File: config.mk
export PLATFORM = sky130hd
export DESIGN_NAME = elastic_pipeline
export DESIGN_NICKNAME = d
export VERILOG_FILES = /design/src/rtl/skid_stage.sv /design/src/rtl/elastic_pipeline.sv
export SDC_FILE = /design/constraint.sdc
export NUM_CORES = 1
export LEC_CHECK = 0
export ABC_AREA = 0
export CAP_MARGIN = 30
export CELL_PAD_IN_SITES_DETAIL_PLACEMENT = 1
export CELL_PAD_IN_SITES_GLOBAL_PLACEMENT = 1
export CORE_MARGIN = 2
export CORE_UTILIZATION = 36
export DETAILED_ROUTE_END_ITERATION = 6
export GPL_ROUTABILITY_DRIVEN = 0
export PLACE_DENSITY_LB_ADDON = 0.1
export SYNTH_ARGS = -nofsm -noshare
export SYNTH_HDL_FRONTEND = slang
export SYNTH_SLANG_ARGS = --single-unit
File: constraint.sdc
create_clock -name clk -period 3.4 [get_ports clk]
set_clock_uncertainty 0.2 [all_clocks]
set_input_delay 1.02 -clock clk [delete_from_list [all_inputs] [get_ports clk]]
set_output_delay 1.02 -clock clk [all_outputs]
set_load 0.05 [all_outputs]
File: src/rtl/skid_stage.sv
// +--------------------------------------------------------------------------+
// | skid_stage : one 2-entry valid/ready stage (main + skid register).        |
// | up_ready_o comes straight from a flop, so there is no ready path through. |
// | Rev 1.0                                                                   |
// +--------------------------------------------------------------------------+
`default_nettype none

module skid_stage #(
  parameter int WIDTH = 32
) (
  input  logic             clk,
  input  logic             rst,
  input  logic             up_valid_i,
  input  logic [WIDTH-1:0] up_data_i,
  output logic             up_ready_o,
  output logic             dn_valid_o,
  output logic [WIDTH-1:0] dn_data_o,
  input  logic             dn_ready_i
);

  logic             m_valid_q, m_valid_d;
  logic             s_valid_q, s_valid_d;
  logic [WIDTH-1:0] m_data_q,  m_data_d;
  logic [WIDTH-1:0] s_data_q,  s_data_d;
  logic             w_up_xfer;
  logic             w_dn_xfer;

  assign up_ready_o = ~s_valid_q;
  assign dn_valid_o = m_valid_q;
  assign dn_data_o  = m_data_q;
  assign w_up_xfer  = up_valid_i & ~s_valid_q;
  assign w_dn_xfer  = m_valid_q & dn_ready_i;

  always_comb begin
    m_valid_d = m_valid_q;
    s_valid_d = s_valid_q;
    m_data_d  = m_data_q;
    s_data_d  = s_data_q;
    if (w_dn_xfer) begin
      // A full skid register blocks upstream, so it and up_xfer never coincide.
      if (s_valid_q) begin
        m_data_d  = s_data_q;
        s_valid_d = 1'b0;
      end else if (w_up_xfer) begin
        m_data_d  = up_data_i;
      end else begin
        m_valid_d = 1'b0;
      end
    end else if (w_up_xfer) begin
      if (!m_valid_q) begin
        m_valid_d = 1'b1;
        m_data_d  = up_data_i;
      end else begin
        s_valid_d = 1'b1;
        s_data_d  = up_data_i;
      end
    end
  end

  always_ff @(posedge clk or posedge rst) begin
    if (rst) begin
      m_valid_q <= 1'b0;
      s_valid_q <= 1'b0;
    end else begin
      m_valid_q <= m_valid_d;
      s_valid_q <= s_valid_d;
    end
  end

  always_ff @(posedge clk) begin
    m_data_q <= m_data_d;
    s_data_q <= s_data_d;
  end

endmodule

`default_nettype wire

File: src/rtl/elastic_pipeline.sv
// +--------------------------------------------------------------------------+
// | elastic_pipeline : DEPTH chained skid stages, full throughput, registered |
// | backpressure. ELASTIC_PIPE_OCC_EN adds the occupancy counter/port.        |
// | Rev 1.0                                                                   |
// +--------------------------------------------------------------------------+
`default_nettype none

module elastic_pipeline #(
  parameter  int WIDTH = 32,
  parameter  int DEPTH = 1,
  localparam int OCC_W = (DEPTH > 0) ? $clog2(2*DEPTH+1) : 1
) (
  input  logic             clk,
  input  logic             rst,
  input  logic             in_valid,
  input  logic [WIDTH-1:0] in_data,
  output logic             in_ready,
  output logic             out_valid,
  output logic [WIDTH-1:0] out_data,
  input  logic             out_ready
`ifdef ELASTIC_PIPE_OCC_EN
  ,
  output logic [OCC_W-1:0] occupancy
`endif
);

  generate
    if (DEPTH == 0) begin : g_bypass
      assign out_valid = in_valid;
      assign out_data  = in_data;
      assign in_ready  = out_ready;
    end else begin : g_chain
      logic             w_valid [DEPTH+1];
      logic [WIDTH-1:0] w_data  [DEPTH+1];
      logic             w_ready [DEPTH+1];

      assign w_valid[0]     = in_valid;
      assign w_data[0]      = in_data;
      // Stage ready is high out of reset; hold the input closed while rst is up.
      assign in_ready       = w_ready[0] & ~rst;
      assign out_valid      = w_valid[DEPTH];
      assign out_data       = w_data[DEPTH];
      assign w_ready[DEPTH] = out_ready;

      for (genvar i = 0; i < DEPTH; i++) begin : g_stage
        skid_stage #(
          .WIDTH(WIDTH)
        ) u_stage (
          .clk        (clk),
          .rst        (rst),
          .up_valid_i (w_valid[i]),
          .up_data_i  (w_data[i]),
          .up_ready_o (w_ready[i]),
          .dn_valid_o (w_valid[i+1]),
          .dn_data_o  (w_data[i+1]),
          .dn_ready_i (w_ready[i+1])
        );
      end

      a_out_hold: assert property (@(posedge clk) disable iff (rst)
        (out_valid && !out_ready) |=> (out_valid && $stable(out_data)));
    end
  endgenerate

`ifdef ELASTIC_PIPE_OCC_EN
  logic             w_in_xfer;
  logic             w_out_xfer;
  logic [OCC_W-1:0] occ_q, occ_d;

  assign w_in_xfer  = in_valid & in_ready;
  assign w_out_xfer = out_valid & out_ready;
  assign occupancy  = occ_q;

  always_comb begin
    occ_d = occ_q;
    if (w_in_xfer && !w_out_xfer) begin
      occ_d = occ_q + OCC_W'(1);
    end else if (!w_in_xfer && w_out_xfer) begin
      occ_d = occ_q - OCC_W'(1);
    end
  end

  always_ff @(posedge clk or posedge rst) begin
    if (rst) begin
      occ_q <= '0;
    end else begin
      occ_q <= occ_d;
    end
  end

  a_occ_sat: assert property (@(posedge clk) disable iff (rst)
    !(occ_q == OCC_W'(2*DEPTH) && w_in_xfer && !w_out_xfer));
`endif

endmodule

`default_nettype wire
==> results of run 1 <==
[cell usage after synthesis]
cell	instances
buf_6	3
nand2_1	1
nor2_1	2
or2_2	1
mux2_2	2
nor3_1	1
a21oi_1	3
edfxtp_1	64
nor2b_1	1
dfrtp_1	2
o21ai_0	1
inv_1	2
mux2_4	30
nand3_4	1
nand2b_1	1
[cells by family (layout without fill, tap and decap cells)]
| family | count (synthesis) | in the layout | synth area share |
|---|---|---|---|
| mux | 32 | 32 | 0.1848 |
| flops | 66 | 66 | 0.7707 |
| compound gates | 4 | 4 | 0.007820 |
| buf+inv | 5 | 93 | 0.01614 |
| simple gates | 8 | 8 | 0.02054 |
[worst register-to-register path, stage by stage (launching register included)]
cell	delay (ns)
dfrtp_1	0.48
nand3_4	0.26
buf_4	0.29
mux2_4	0.32
[registers in the layout, indices dropped and copies added, names as in the netlist]
register and flops:
g_chain.g_stage.u_stage.s_data_q 32, g_chain.g_stage.u_stage.dn_data_o 32, g_chain.g_stage.u_stage.dn_valid_o 1, g_chain.g_stage.u_stage.s_valid_q 1
[per-stage QoR]
stage | util | std cells | hold WS [ns] | setup WS, ns | power (uW)
5_1_grt | 0.5357 | 299 | 0.3686 | 0.2961 | 3341
3_5_place_dp | 0.5015 | 283 | 0.3356 | 0.3378 | 2462
6_report | 0.5357 | 299 | 0.3503 | 0.3583 | 3209
3_3_place_gp | 0.5015 | 283 | 0.3321 | 0.3957 | 2432
2_1_floorplan | - | 115 | 0.3246 | 0.1016 | 2033
4_1_cts | 0.5357 | 299 | 0.3529 | 0.3305 | 3250
[final timing paths]
path	start	end	cells after the start
max	rst	in_ready	3
max reg2reg	g_chain.g_stage[0].u_stage.dn_valid_o	g_chain.g_stage[0].u_stage.dn_data_o[22]	3
max in group asynchronous	rst	g_chain.g_stage[0].u_stage.s_valid_q	2
min reg2reg	g_chain.g_stage[0].u_stage.s_data_q[26]	g_chain.g_stage[0].u_stage.dn_data_o[26]	1
min in group asynchronous	rst	g_chain.g_stage[0].u_stage.dn_valid_o	2
min	g_chain.g_stage[0].u_stage.s_data_q[26]	g_chain.g_stage[0].u_stage.dn_data_o[26]	1
[power groups by stage]
| stage | Combinational [uW] | Sequential (uW) | Clock (uW) |
|---|---|---|---|
| floorplan | 310 | 1720 | 0 |
| global placement | 1200 | 1230 | 0 |
| detailed placement | 1220 | 1240 | 0 |
| CTS | 1220 | 1230 | 800 |
| global route | 1260 | 1250 | 838 |
| finish | 1210 | 1220 | 776 |
[layer usage]
layer | track usage | routed length, um
met5 | 0 | 0
met4 | 0.07438 | 87
met3 | 0.05131 | 274
met2 | 0.2119 | 2476
met1 | 0.1638 | 2066
[final cells by class]
| cell class | count | area share |
|---|---|---|
| Timing Repair Buffer | 75 | 0.2072 |
| Multi-Input combinational cell | 44 | 0.1552 |
| Clock buffer | 11 | 0.03590 |
| Inverter | 2 | 0.002051 |
| Tap cell | 96 | 0.03282 |
| Sequential cell | 66 | 0.5388 |
| Clock inverter | 5 | 0.02803 |
==> out/results.ini, run 1 <==
[final_layout]
n_antenna_cell=0
area_growth_pct=43.03
fillers=649
design_area_mm2=0.003660
layout_common_cells=clkdlybuf4s50_1 (68), edfxtp_1 (64), mux2_4 (30)
multi_input_area_um2=568.0
final_common_cell=clkdlybuf4s50_1
regArea_mm2=0.001972
final_layout_size_suffix_gt1_frac=0.2808
layout.nets=234

[pwr]
clockPowerShare=0.242
power_frac_comb=0.377
p_int_uw=2081
power_density_mw_per_mm2=876.8
p_sw_uw=1128
p_leak_uw=0.001371
switching_share=0.3516
p_seq_frac=0.381
vdd_ir_drop_max_mv=0.4278

[clock_network]
root_buffer=clkbuf_8
clk_latency_ns=0.33
cts_tree=built
max-clock-path-buffers=2
cts_setup_buffers=0
clk_pin_slew_ns=0.07
clkSinkCount=66
cts_resized=0
htreeDepth=3
cts.hold.buffers_added=0
cts_buffers=9

[timing]
period_minus_slack_ns=3.042
fin_crit_sh=0.8946
final-setup-viol-count=0
fin_tns_setup_ns=0
hold_violations=0
relSlewSlack=0.6473
fmax_ghz=0.3288
worstMarginPinSlew_ns=0.5273
drv_slew=0
rsz0062_at_grt=no

[drt]
vias=1321
post-route-drc-count=0
ant_nets=0
vias_per_cell=4.418
wl_mm=4.905
firstDrtPassIters=2
post_drt_wl_per_cell_um=16.40
drt_iter0_drc=64

[floorplan]
die_y_um=88.31
coreArea_mm2=0.006832
rows=30
die_w_um=88.31
initial_core_util=0.3745
die_area_mm2=0.007798
ios=70

[synthesis]
syn_area_per_cell_um2=22.25
yosysSeqAreaShare=0.7707
synth_warnings=0
synth_cells=115
ys_top_cells_by_area=edfxtp_1 (75%), mux2_4 (18%), dfrtp_1 (2.0%), buf_6 (1.3%), mux2_2 (0.88%)
synth_top_area_frac=0.7511
synth_fp_nets=151
synth_top_area_cell=edfxtp_1
syn_area_mm2=0.002559
synth-seq-cells=66
synth_cell_types=15

[place]
placed_cell_area_mm2=0.003426
portBuffers=69
hpwl_mm=3.409

[setup_path]
crit_family=buffers and inverters
slowest_delay_ns=0.42
cp_slowest_cell=clkdlybuf4s50_1
rrSetupSlack_ns=1.61
arrival_ns=1.82
end_kind=output port
crit_type=input pin to output port
crit_chain=clkdlybuf4s50_1 -> nor2_1 -> buf_12
critPathRequiredTime_ns=2.18
critPathBufInv=2
start_kind=input pin
path_max_fanout=2

[global_routing]
antenna_found_initial=0
globalRouteOverflowTotal=0
grt_max_degree=20
grt_pass1_vias=1439
grt_pass1_wl_mm=7.500
track_usage=0.1360

[hold_path]
hold_path.class=register to register

[run_status]
outcome=completed

[flow_run]
drv_cap=0

Power figures use the tool's default switching activity.
==> inputs of run 2 (changes only) <==
--- a/config.mk
+++ b/config.mk
@@ -6,7 +6,6 @@
 export NUM_CORES = 1
 export LEC_CHECK = 0
 export ABC_AREA = 0
-export CAP_MARGIN = 30
 export CELL_PAD_IN_SITES_DETAIL_PLACEMENT = 1
 export CELL_PAD_IN_SITES_GLOBAL_PLACEMENT = 1
 export CORE_MARGIN = 2
==> results of run 2 <==
Same layout as run 1: the final DEF is identical, and so are final timing and power.
==> inputs of run 3 (changes only) <==
--- a/config.mk
+++ b/config.mk
@@ -9,7 +9,7 @@
 export CELL_PAD_IN_SITES_DETAIL_PLACEMENT = 1
 export CELL_PAD_IN_SITES_GLOBAL_PLACEMENT = 1
 export CORE_MARGIN = 2
-export CORE_UTILIZATION = 36
+export CORE_UTILIZATION = 35
 export DETAILED_ROUTE_END_ITERATION = 6
 export GPL_ROUTABILITY_DRIVEN = 0
 export PLACE_DENSITY_LB_ADDON = 0.1
==> run 3 against run 2 <==
Fmax increased by 1.1%. Combinational power barely moved. Sequential share of layout area increased by 0.71 points. Die area rose by 2.7%. Power decreased by 4.9%. Clock power fell by 20%. Final cell count grew 0.67%. Largest cell class unchanged. Non-clock buffer count did not move. Via count is 0.61% lower. Highest routed layer unchanged. Global-route usage is 0.70 points lower. First-iteration DRC count increased by 6.3%.
==> out/results.ini, run 3 (synthesized netlist as in run 1, its figures left out) <==
[run_status]
outcome=completed  ; unchanged

[final_layout]
layout_common_cells=clkdlybuf4s50_1 (68), edfxtp_1 (64), mux2_4 (30)  ; unchanged
n_antenna_cell=0  ; unchanged
design_area_mm2=0.003612  ; was 0.003660 mm2
final_layout_size_suffix_gt1_frac=0.2822  ; was 0.2808
final_core_util=0.5034  ; was 0.5357
area_growth_pct=41.17  ; was 43.03%
final_common_cell=clkdlybuf4s50_1  ; unchanged
fillers=677  ; was 649
layout.nets=234  ; unchanged

[setup_path]
reg2regPathDepth=3  ; unchanged
end_kind=output port  ; unchanged
critPathRequiredTime_ns=2.18  ; about the same
path_max_fanout=2  ; unchanged
rrSetupSlack_ns=1.56  ; was 1.61 ns
arrival_ns=1.79  ; was 1.82 ns
crit_chain=clkdlybuf4s50_1 -> nor2_1 -> buf_12  ; unchanged
cp_slowest_cell=clkdlybuf4s50_1  ; unchanged
crit_type=input pin to output port  ; unchanged
start_kind=input pin  ; unchanged
slowest_delay_ns=0.42  ; about the same

[clock_network]
cts_tree=built  ; unchanged
max-clock-path-buffers=2  ; unchanged
clkSinkCount=66  ; unchanged
clk_pin_slew_ns=0.06  ; was 0.07 ns
cts_resized=0  ; unchanged
htreeDepth=3  ; unchanged
cts_setup_buffers=0  ; unchanged
clk_latency_ns=0.34  ; was 0.33 ns
root_buffer=clkbuf_8  ; unchanged
cts_buffers=9  ; unchanged
cts.hold.buffers_added=0  ; unchanged

[pwr]
vdd_ir_drop_max_mv=0.4203  ; was 0.4278 mV
p_int_uw=1923  ; was 2081 uW
switching_share=0.3698  ; was 0.3516
p_leak_uw=0.001346  ; was 0.001371 uW
p_sw_uw=1129  ; was 1128 uW
power_density_mw_per_mm2=844.8  ; was 876.8 mW/mm2
power_frac_comb=0.397  ; was 0.377
p_seq_frac=0.401  ; was 0.381
clockPowerShare=0.202  ; was 0.242

[timing]
rsz0062_at_grt=no  ; unchanged
fin_tns_setup_ns=0  ; unchanged
worstMarginPinSlew_ns=0.5243  ; was 0.5273 ns
final-setup-viol-count=0  ; unchanged
period_minus_slack_ns=3.008  ; was 3.042 ns
hold_violations=0  ; unchanged
fmax_ghz=0.3324  ; was 0.3288 GHz
relSlewSlack=0.6494  ; was 0.6473
fin_crit_sh=0.8848  ; was 0.8946
drv_slew=0  ; unchanged

[drt]
wl_mm=4.910  ; was 4.905 mm
post_drt_wl_per_cell_um=16.31  ; was 16.40 um
vias_per_cell=4.362  ; was 4.418
drt_iter0_drc=68  ; was 64
firstDrtPassIters=4  ; was 2
ant_nets=0  ; unchanged
vias=1313  ; was 1321
post-route-drc-count=0  ; unchanged

[hold_path]
holdPathStages=1  ; unchanged
hold_path.class=register to register  ; unchanged

[global_routing]
grt_pass1_wl_mm=7.134  ; was 7.500 mm
globalRouteOverflowTotal=0  ; unchanged
track_usage=0.1290  ; was 0.1360
grt_pass1_vias=1377  ; was 1439
grt_max_degree=19  ; was 20
antenna_found_initial=0  ; unchanged

[flow_run]
drv_cap=0  ; unchanged

[floorplan]
coreArea_mm2=0.007176  ; was 0.006832 mm2
ios=70  ; unchanged
die_y_um=89.50  ; was 88.31 um
die_w_um=89.50  ; was 88.31 um
initial_core_util=0.3566  ; was 0.3745
die_area_mm2=0.008010  ; was 0.007798 mm2
rows=31  ; was 30

[place]
hpwl_mm=3.379  ; was 3.409 mm
placed_cell_area_mm2=0.003430  ; was 0.003426 mm2
portBuffers=69  ; unchanged

## run 3: cell count changes in the layout (fill, tap and decap cells not counted)
| cell | change |
|---|---|
| clkinvlp_4 | +1 |
| clkbuf_1 | -2 |
| bufinv_16 | -2 |
| clkinv_2 | +1 |
| clkinv_1 | +1 |
## run 3: path summary, 6_finish.rpt
check | from | end
worst max-delay path | rst | in_ready
worst min-delay path | g_chain.g_stage[0].u_stage.s_data_q[7] | g_chain.g_stage[0].u_stage.dn_data_o[7]
worst max register to register | g_chain.g_stage[0].u_stage.dn_valid_o | g_chain.g_stage[0].u_stage.dn_data_o[4]
worst min register to register | g_chain.g_stage[0].u_stage.s_data_q[7] | g_chain.g_stage[0].u_stage.dn_data_o[7]
max in group asynchronous | rst | g_chain.g_stage[0].u_stage.dn_valid_o
min in group asynchronous | rst | g_chain.g_stage[0].u_stage.s_valid_q
## run 3: through the flow
step           total power (uW)  std cells  hold slack [ns]  setup slack, ns
2_1_floorplan              2033        115           0.3246           0.1016
3_3_place_gp               2432        286           0.3318           0.3932
3_5_place_dp               2464        286           0.3354           0.3283
4_1_cts                    3092        301           0.3513           0.3867
5_1_grt                    3177        301           0.3589           0.3159
6_report                   3052        301           0.3487           0.3916
## run 3: power groups by stage
stage	clock network (uW)	registers, uW	logic [uW]
after floorplan	0	1720	310
after global placement	0	1230	1200
after detailed placement	0	1240	1220
after CTS	639	1230	1220
after global routing	672	1240	1260
final	618	1220	1210
## run 3: cell type report
type | count | area (um2) | share of cell area
multi-input combinational | 44 | 568.0 | 0.1573
inverter | 2 | 7.507 | 0.002078
clock inverter | 6 | 58.81 | 0.01628
tap | 99 | 123.9 | 0.03429
sequential | 66 | 1972 | 0.5459
timing repair buffer | 75 | 758.2 | 0.2099
clock buffer | 9 | 123.9 | 0.03429
## run 3: critical path, delay by kind of cell
family	cells	cell delay, ns
buffers and inverters	2	0.59
and+or+nand+nor	1	0.18
## run 3: layer usage
metal / global-route usage / wire, um
met5: 0 / 0
met2: 0.1946 / 2465
met4: 0.06106 / 78
met3: 0.06187 / 332
met1: 0.1559 / 2033
